[config.mk]
export PLATFORM = sky130hd
export DESIGN_NAME = cascade_link_tx
export DESIGN_NICKNAME = d
export VERILOG_FILES = /design/src/rtl/cascade_link_tx.sv
export SDC_FILE = /design/constraint.sdc
export NUM_CORES = 1
export LEC_CHECK = 0
export ABC_AREA = 1
export CAP_MARGIN = 5
export CORE_ASPECT_RATIO = 1.2
export CORE_MARGIN = 3
export CORE_UTILIZATION = 41
export DETAILED_ROUTE_END_ITERATION = 12
export PLACE_DENSITY = 0.75
export SLEW_MARGIN = 20
export SYNTH_ARGS = -nofsm -noshare
export SYNTH_HDL_FRONTEND = slang
export SYNTH_SLANG_ARGS = --single-unit
[constraint.sdc]
create_clock -name i_clk -period 6.4 [get_ports i_clk]
set_clock_uncertainty 0.15 [all_clocks]
set_input_delay 1.28 -clock i_clk [delete_from_list [all_inputs] [get_ports i_clk]]
set_output_delay 1.28 -clock i_clk [all_outputs]
set_load 0.01 [all_outputs]
[src/rtl/cascade_link_tx.sv]
// cascade_link_tx: frames a valid/ready payload stream as SOF, data/EOF and XOR-checksum beats
// onto the cascade PHY data and command lanes once training reports link-up.
`default_nettype none

module cascade_link_tx #(
  parameter int DAT_OUT    = 8,
  parameter int CMD_OUT    = 2,
  parameter int SER_FACTOR = 4,
  parameter int MAX_LEN    = 256,
  parameter int SEQ_W      = 8
) (
  input  logic                          i_clk,
  input  logic                          i_rst,
  input  logic                          i_link_up,
  input  logic                          i_s_valid,
  input  logic [DAT_OUT*SER_FACTOR-1:0] i_s_data,
  input  logic                          i_s_last,
  output logic                          o_s_ready,
  output logic [DAT_OUT*SER_FACTOR-1:0] o_tx_data,
  output logic [CMD_OUT*SER_FACTOR-1:0] o_tx_cmd,
  output logic [15:0]                   o_frame_cnt,
  output logic                          o_err_len
);

  localparam int DW    = DAT_OUT * SER_FACTOR;
  localparam int CW    = CMD_OUT * SER_FACTOR;
  localparam int CNT_W = $clog2(MAX_LEN) + 1;

  localparam logic [SER_FACTOR-1:0] CODE_IDLE = SER_FACTOR'(4'h0);
  localparam logic [SER_FACTOR-1:0] CODE_SOF  = SER_FACTOR'(4'h9);
  localparam logic [SER_FACTOR-1:0] CODE_DAT  = SER_FACTOR'(4'h5);
  localparam logic [SER_FACTOR-1:0] CODE_EOF  = SER_FACTOR'(4'hA);
  localparam logic [SER_FACTOR-1:0] CODE_CHK  = SER_FACTOR'(4'h6);

  typedef enum logic [2:0] {
    ST_DOWN = 3'd0,
    ST_IDLE = 3'd1,
    ST_SOF  = 3'd2,
    ST_DATA = 3'd3,
    ST_CHK  = 3'd4,
    ST_DROP = 3'd5
  } state_t;

  state_t             state, state_nxt;
  logic [DW-1:0]      data_nxt;
  logic [SER_FACTOR-1:0] code_nxt;
  logic [CW-1:0]      cmd_nxt;
  logic               err_nxt;
  logic [CNT_W-1:0]   cnt, cnt_nxt;
  logic [DW-1:0]      chk, chk_nxt;
  logic               drop, drop_nxt;
  logic [SEQ_W-1:0]   seq, seq_nxt;
  logic [15:0]        frame_cnt_nxt;
  logic               accept;

  assign o_s_ready = i_link_up & ((state == ST_DATA) | (state == ST_DROP));
  assign accept    = i_s_valid & o_s_ready;

  always_ff @(posedge i_clk or posedge i_rst) begin
    if (i_rst) begin
      state       <= ST_DOWN;
      o_tx_data   <= '0;
      o_tx_cmd    <= '0;
      o_err_len   <= 1'b0;
      o_frame_cnt <= '0;
      cnt         <= '0;
      chk         <= '0;
      drop        <= 1'b0;
      seq         <= '0;
    end else begin
      state       <= state_nxt;
      o_tx_data   <= data_nxt;
      o_tx_cmd    <= cmd_nxt;
      o_err_len   <= err_nxt;
      o_frame_cnt <= frame_cnt_nxt;
      cnt         <= cnt_nxt;
      chk         <= chk_nxt;
      drop        <= drop_nxt;
      seq         <= seq_nxt;
    end
  end

  always_comb begin
    state_nxt     = state;
    data_nxt      = '0;
    code_nxt      = CODE_IDLE;
    err_nxt       = 1'b0;
    cnt_nxt       = cnt;
    chk_nxt       = chk;
    drop_nxt      = drop;
    seq_nxt       = seq;
    frame_cnt_nxt = o_frame_cnt;

    // Losing the link aborts any frame; sequence and frame counters survive.
    if (state != ST_DOWN && !i_link_up) begin
      state_nxt = ST_DOWN;
      cnt_nxt   = '0;
      chk_nxt   = '0;
      drop_nxt  = 1'b0;
    end else begin
      case (state)
        ST_DOWN: if (i_link_up) state_nxt = ST_IDLE;
        ST_IDLE: if (i_s_valid) state_nxt = ST_SOF;
        ST_SOF: begin
          code_nxt  = CODE_SOF;
          data_nxt  = DW'(seq);
          chk_nxt   = '0;
          cnt_nxt   = '0;
          state_nxt = ST_DATA;
        end
        ST_DATA: begin
          if (accept) begin
            data_nxt = i_s_data;
            chk_nxt  = chk ^ i_s_data;
            cnt_nxt  = cnt + CNT_W'(1);
            if (i_s_last) begin
              code_nxt  = CODE_EOF;
              state_nxt = ST_CHK;
            end else if (cnt == CNT_W'(MAX_LEN - 1)) begin
              code_nxt  = CODE_EOF;
              err_nxt   = 1'b1;
              drop_nxt  = 1'b1;
              state_nxt = ST_CHK;
            end else begin
              code_nxt = CODE_DAT;
            end
          end
        end
        ST_CHK: begin
          code_nxt      = CODE_CHK;
          data_nxt      = chk;
          seq_nxt       = seq + SEQ_W'(1);
          frame_cnt_nxt = o_frame_cnt + 16'd1;
          state_nxt     = drop ? ST_DROP : ST_IDLE;
        end
        ST_DROP: begin
          if (accept && i_s_last) begin
            drop_nxt  = 1'b0;
            state_nxt = ST_IDLE;
          end
        end
        default: state_nxt = ST_DOWN;
      endcase
    end

    // Each command slot bit is replicated across every command lane.
    cmd_nxt = '0;
    for (int k = 0; k < SER_FACTOR; k++) begin
      for (int l = 0; l < CMD_OUT; l++) begin
        cmd_nxt[k*CMD_OUT+l] = code_nxt[k];
      end
    end
  end

endmodule

`default_nettype wire

# After elaboration in Yosys (flattened, before gate mapping)
# Cells that the tools add are included.
# totals
out_inout_bits	58
elab_cells	75
rom_bits	0
mem_bits_rw	0
latch_bits	0
n_memories	0
inputBits	37
ff_bits	109
# classes
mul	0
add_sub_neg	3
reduce_logical	11
bitwise	5
eq_ne	13
mux	34
div	0
n_shift	0
n_lt_le_gt_ge	0
# ops
cell	count
$mux W32	4
$pmux W32 S3	1
$pmux W32 S2	1
$xor A32 B32 Y32	1
$mux W3	8
$mux W9	2
$pmux W3 S6	1
$pmux W9 S2	1
$add A16 B1 Y16 const B	1
$mux W4	4
$pmux W4 S3	1
$mux W1	10
$reduce_and A5 Y1	2
$add A9 B1 Y9 const B	1
$eq A9 B8 Y1 const B	1
$reduce_bool A3 Y1	3
$add A8 B1 Y8 const B	1
$eq A3 B2 Y1 const B	2
$eq A3 B3 Y1 const B	2
$ne A3 B1 Y1 const B	2
$ne A3 B2 Y1 const B	2
$ne A3 B3 Y1 const B	2
$ne A4 B2 Y1 const B	1
$reduce_and A2 Y1	2
other kinds (8)	10

# Longest topological paths before layout
# Gate-level depths: netlist of the first run.
# depth
depth_word	8
mapped_depth	13
depth_no_buf	13

# Worst setup path before layout of the first run
# OpenSTA, ideal clock, no wires.
# synth_timing
path_type	input to output
start	input port i_link_up
end	output port o_s_ready
arrival_ns	1.640
setup_slack_ns	3.330
path_buffers	1
t_required_ns	4.970
stages	3
path_cell_list	nand4_1 nand2_2 buf_4
# synth_via
elab_chain_cells	1
# synth_lines
element	line_no	rtl
start: declaration	14	input logic i_link_up,
$and A1 B1 Y1	56	assign o_s_ready = i_link_up & ((state == ST_DATA) | (state == ST_DROP));
end: declaration	18	output logic o_s_ready,
# Every way passes these cells.

# Final worst setup path of the first run
# Ends and elaborated chain as after synthesis.

==> results of run 1 <==
==> per-layer routing <==
metal | vias up | track usage (%) | part of all wire, %
met5 | - | 0 | 0
met4 | 0 | 6.39 | 1.2
met3 | 20 | 3.81 | 7.3
met2 | 176 | 31.8 | 49
met1 | 2155 | 21.6 | 42
li1 | 2101 | - | -
==> final cells by class <==
cell class | instances | area (µm²)
repair buffers | 95 | 948
well taps | 161 | 201
inverters | 48 | 188
clock buffers | 10 | 239
multi-input cells | 425 | 2160
clock inverters | 5 | 62.6
flip-flops and latches | 106 | 2650
fillers | 1092 | 5770
==> stage by stage <==
| stage | worst slack (ns) | total power, µW |
|---|---|---|
| CTS | 2.06 | 1860 |
| global placement | 2.07 | 1280 |
| finish | 2.04 | 1850 |
| detailed placement | 1.97 | 1300 |
| global route | 2.02 | 1950 |
| floorplan | 2.18 | 1150 |
==> power breakdown <==
part	internal, µW	switching (µW)
logic	159	324
registers	737	70.4
clock network	314	244
total	1210	638
==> cell usage after synthesis, types with 3 or more instances <==
| master | number | area (µm²) |
|---|---|---|
| a21oi_1 | 30 | 150 |
| a31oi_1 | 8 | 50.1 |
| buf_1 | 4 | 15.0 |
| buf_2 | 5 | 25.0 |
| buf_4 | 10 | 75.1 |
| clkbuf_1 | 7 | 26.3 |
| dfrtp_1 | 106 | 2650 |
| ha_1 | 4 | 50.1 |
| inv_1 | 43 | 161 |
| inv_2 | 4 | 15.0 |
| nand2_1 | 200 | 751 |
| nand2_2 | 6 | 37.5 |
| nand3_1 | 32 | 160 |
| nand4_1 | 33 | 206 |
| nor2_1 | 25 | 93.8 |
| nor3_1 | 7 | 35.0 |
| o21ai_0 | 18 | 90.1 |
| o21ai_1 | 3 | 15.0 |
| xnor2_1 | 15 | 131 |
| xor2_1 | 33 | 289 |
==> path summary, 6_finish.rpt <==
check / endpoint / cells after the start
min in group asynchronous: o_frame_cnt[12] / 2
max in group asynchronous: chk[17] / 3
worst min register to register: seq[7] / 1
worst max-delay path: o_s_ready / 4
worst min-delay path: seq[7] / 1
worst max register to register: cnt[5] / 9
==> sequential cells by signal, summed over array words and instances, names as in the netlist <==
name,count
o_tx_data,32
cnt,9
o_tx_cmd,4
o_frame_cnt,16
drop,1
o_err_len,1
chk,32
state,3
seq,8
==> worst max-delay path, delay by kind of cell <==
| family | cells | cell delay, ns |
|---|---|---|
| buffers and inverters | 2 | 1.24 |
| and+or+nand+nor | 2 | 0.40 |
==> kinds of logic after synthesis <==
group / synth area share, %
AOI/OAI and AO/OA: 6.18
DFF: 51.3
and+or+nand+nor: 26.6
adders and majority gates: 0.969
buffers and inverters: 6.76
xor gates and xnor gates: 8.14
==> impl_results.md, run 1 <==
* Status: completed
* Slowest stage delay, CP at 0.63 ns
* Vias in the first global route at 4435
* Share of cells above drive strength 1 at 5.08%
* N_diodes at 0
* Inst Count DP at 835
* FMAX at 229 MHz
* Gp weighted congestion at 0.912
* Crit. Startpoint: i_link_up
* Clock transition at path regs at 0.07 ns
* Rows at 44
* GRT Overall Usage at 18.0%
* Commonest cells after routing, fill and taps aside: nand2_1 (200), dfrtp_1 (106), clkdlybuf4s50_1 (94)
* Critical path's most frequent cell: clkdlybuf4s50_1
* Final worst-path cycle share at 68.1%
* CTS buffer count at 9
* Initial Utilization at 42.3%
* Crit end category: output pin
* CTS Hold Bufs at 0
* Final wirelength at 12.2 mm
* Initial antenna violation count at 0
* Critical-path top delay cell: clkdlybuf4s50_1
* Pwr per Cell Area at 286 nW/µm²
* Static Leak at 0.00304 µW
* Drt first pass iters at 5
* Top FF cell, synth: dfrtp_1
* Fin. Hold Viols at 0
* RSZ-0062 raised after global routing: no
* Critical path launch point type: input pin
* Largest net degree at the start of global routing at 55
* Post-CTS Setup Inserts at 0
* GRT overflow at 0
* Rel. slew slack at 30.3%
* Via density at 5.24
* Final Setup Violations at 0
* Slew Limit Fails at 0
* Critical Path, Cell by Cell: clkdlybuf4s50_1, nand4_1, nand2_2, clkdlybuf4s50_1
* Placed inst area at 6150 µm²
* R2r startpoint: state[2]
* Post-synth cell types at 30
* Fin nets at 726
* Total core area at 12200 µm²
* Port-buffer cells at 94
* Number of remaining DRC errors at 0
* Cell Area, Synth at 5170 µm²
* Yosys reg bits at 106
* Post-synthesis cell count at 607
* Worst hold start: seq[7]
* Initial DRC count at 326
* Internal reg-to-reg setup slack at 3.28 ns
* Final instance area at 6460 µm²
* Post-synthesis async set-or-reset flop share at 100%
* Worst Tran Pin Value at 1.04 ns
* Max-Cap Viols at 0
* Crit path arrival time at 2.93 ns
* Vias at 4452
* CTS tree: yes
* CTS H-tree lvls at 3
* Chip Width at 108 µm
* Clock insertion delay at the later pin of the skew report at 0.34 ns
* Number of synthesized flops with an enable pin at 0
* Clock root buffer: clkbuf_16
* Mean Syn Cell Area at 8.51 µm²
* Vert. Die Dim at 129 µm
* Setup TNS at 0 ns
* Die Area at 14000 µm²
* P&R area growth vs syn at 25.0%
* CTS sink cnt at 106
* Commonest non-fill, non-tap cell in the layout: nand2_1
* Sequential area share after synthesis at 51.3%
* Layout Cells excl Fill at 850
* Final Critical Period at 4.36 ns
* HPWL Detailed at 8.25 mm
* CP Data Required Time at 4.97 ns
* Maximum clock path buffer count at 2
* First-pass GRT wire length at 20.4 mm
* CP Class: in -> out
* Hold WS at 0.331 ns
* Gates resized, CTS repair at 0
* I/O Pins at 95
* Mapped Nets at 648
* Max rail drop VDD at 0.125 mV
* Crit path max fanout at 11
* Wire per inst at 14.4 µm
* Yosys warns at 0
* Min-Delay Path Class: reg -> reg
* DRT antenna net count at 0
* Core Util, Final at 52.8%
No activity file was read; power rests on OpenSTA's default activity.
==> inputs of run 2 (changes only) <==
==> constraint.sdc (replaced) <==
create_clock -name i_clk -period 4.1 [get_ports i_clk]
set_clock_uncertainty 0.15 [all_clocks]
set_input_delay 0.82 -clock i_clk [delete_from_list [all_inputs] [get_ports i_clk]]
set_output_delay 0.82 -clock i_clk [all_outputs]
set_load 0.01 [all_outputs]
==> impl_results.md, run 2 (synthesis results as in run 1) <==
* Vias at 4447 (was 4452)
* Crit end category: output pin (unchanged)
* CTS tree: yes (unchanged)
* Number of remaining DRC errors at 0 (unchanged)
* CTS sink cnt at 106 (unchanged)
* Fin. Hold Viols at 0 (unchanged)
* Final Critical Period at 3.29 ns
* Max-Cap Viols at 0 (unchanged)
* N_diodes at 0 (unchanged)
* Initial Utilization at 42.3% (unchanged)
* Critical Path, Cell by Cell: clkdlybuf4s50_1, nand4_1, nand2_2, clkdlybuf4s50_1 (unchanged)
* Crit. Startpoint: i_link_up (unchanged)
* Die Area at 14000 µm² (unchanged)
* Flop pwr share at 43.7% (about the same)
* P&R area growth vs syn at 25.5% (was 25.0%)
* Inst Count DP at 840 (was 835)
* Gates resized, CTS repair at 0 (unchanged)
* Vert. Die Dim at 129 µm (unchanged)
* Final Worst Setup Slack at 0.806 ns (was 2.04 ns)
* I/O Pins at 95 (unchanged)
* Largest net degree at the start of global routing at 45 (was 55)
* Min-Delay Path Class: reg -> reg (unchanged)
* Rel. slew slack at 25.2% (was 30.3%)
* Final Setup Violations at 0 (unchanged)
* FMAX at 304 MHz
* Crit-path leading delay family: buffers and inverters (unchanged)
* Max rail drop VDD at 0.196 mV (was 0.125 mV)
* Footprint of the multi-input gates at 2160 µm² (unchanged)
* Rows at 44 (unchanged)
* CP Buf/Inv Count at 2 (unchanged)
* Slowest stage delay, CP at 0.64 ns (was 0.63 ns)
* Clock insertion delay at the later pin of the skew report at 0.34 ns (about the same)
* Internal at 1880 µW (was 1210 µW)
* P_sw at 1000 µW (was 638 µW)
* Layout Cells excl Fill at 855 (was 850)
* Via density at 5.20 (was 5.24)
* Drt first pass iters at 5 (unchanged)
* Vias in the first global route at 4450 (was 4435)
* Hold WS at 0.335 ns (was 0.331 ns)
* Combinational Power Share at 27.0% (was 26.1%)
* Chip Width at 108 µm (unchanged)
* Switching share of power at 34.7% (was 34.6%)
* Initial DRC count at 281 (was 326)
* Largest registers: chk (32), o_tx_data (32), o_frame_cnt (16) (unchanged)
* Slew Limit Fails at 0 (unchanged)
* Wire per inst at 14.7 µm (was 14.4 µm)
* Setup TNS at 0 ns (unchanged)
* Worst Tran Pin Value at 1.11 ns (was 1.04 ns)
* RSZ-0062 raised after global routing: no (unchanged)
* Final Power at 2890 µW (was 1850 µW)
* Status: completed (unchanged)
* DRT antenna net count at 0 (unchanged)
* CP Data Required Time at 3.13 ns (was 4.97 ns)
* Share of cells above drive strength 1 at 5.76% (was 5.08%)
* Commonest cells after routing, fill and taps aside: nand2_1 (200), dfrtp_1 (106), clkdlybuf4s50_1 (94) (unchanged)
* Gp weighted congestion at 0.867 (was 0.912)
* Commonest non-fill, non-tap cell in the layout: nand2_1 (unchanged)
* Total core area at 12200 µm² (unchanged)
* CP Class: in -> out (unchanged)
* Clock root buffer: clkbuf_16 (unchanged)
* Clk pwr share at 29.3% (was 30.2%)
* Post-placement worst setup slack at 0.844 ns (was 1.97 ns)
* Seq. cell area at 2650 µm² (unchanged)
* Post-CTS Setup Inserts at 0 (unchanged)
* First-pass GRT wire length at 20.9 mm (was 20.4 mm)
* CTS Hold Bufs at 0 (unchanged)
* Clock transition at path regs at 0.07 ns (about the same)
* Crit path arrival time at 2.32 ns (was 2.93 ns)
* Crit path max fanout at 6 (was 11)
* Pwr per Cell Area at 445 nW/µm² (was 286 nW/µm²)
* Maximum clock path buffer count at 2 (unchanged)
* GRT overflow at 0 (unchanged)
* GRT Overall Usage at 18.5% (was 18.0%)
* Critical path launch point type: input pin (unchanged)
* HPWL Detailed at 8.48 mm (was 8.25 mm)
* Internal reg-to-reg setup slack at 1.57 ns (was 3.28 ns)
* Worst hold start: seq[7] (unchanged)
* Critical path's most frequent cell: clkdlybuf4s50_1 (unchanged)
* Static Leak at 0.00305 µW (was 0.00304 µW)
* CTS H-tree lvls at 3 (unchanged)
* Critical-path top delay cell: clkdlybuf4s50_1 (unchanged)
* Fin nets at 731 (was 726)
* Final wirelength at 12.5 mm (was 12.2 mm)
* Port-buffer cells at 94 (unchanged)
* R2r startpoint: state[0] (was state[2])
* Fill cells at 1120 (was 1092)
* CTS buffer count at 9 (unchanged)
* Final worst-path cycle share at 80.3%
* Initial antenna violation count at 0 (unchanged)
[run 2: per-layer routing]
layer | GRT usage (%) | routed length (µm)
met5 | 0 | 0
met4 | 6.91 | 269
met3 | 3.61 | 886
met2 | 31.4 | 6140
met1 | 23.3 | 5230
[run 2: area by class of cell]
class	count	share of cell area (%)
timing repair buffer	100	15.2
inverter	48	2.90
clock inverter	6	1.00
multi-input combinational	425	33.4
clock buffer	9	3.47
sequential	106	40.9
tap	161	3.11
[run 2: worst paths after layout]
path	cells past startpoint	endpoint
min reg2reg	1	seq[7]
max	4	o_s_ready
min in group asynchronous	2	o_frame_cnt[9]
min	1	seq[7]
max in group asynchronous	3	chk[24]
max reg2reg	9	state[2]
[run 2: worst register-to-register path, cell delays in order (launching register included)]
cell,delay (ns)
dfrtp_1,0.47
nor2_1,0.10
nand2_1,0.18
clkinv_1,0.91
nand2_1,0.30
nand2_1,0.09
nand2_1,0.06
inv_1,0.04
nand3_1,0.07
nand2_1,0.05
[run 2: per-stage QoR]
| stage | util (%) | area [µm²] |
|---|---|---|
| 3_3_place_gp | 50.7 | 6190 |
| 4_1_cts | 53.0 | 6480 |
| 5_1_grt | 53.0 | 6480 |
| 2_1_floorplan | - | 5170 |
| 6_report | 53.0 | 6480 |
| 3_5_place_dp | 50.7 | 6190 |
[run 2: power groups by stage]
stage	clock (µW)	sequential [µW]	combinational, µW
6_report	846	1260	779
5_1_grt	918	1280	862
4_1_cts	866	1260	779
3_5_place_dp	0	1280	773
3_3_place_gp	0	1270	758
2_1_floorplan	0	1270	528
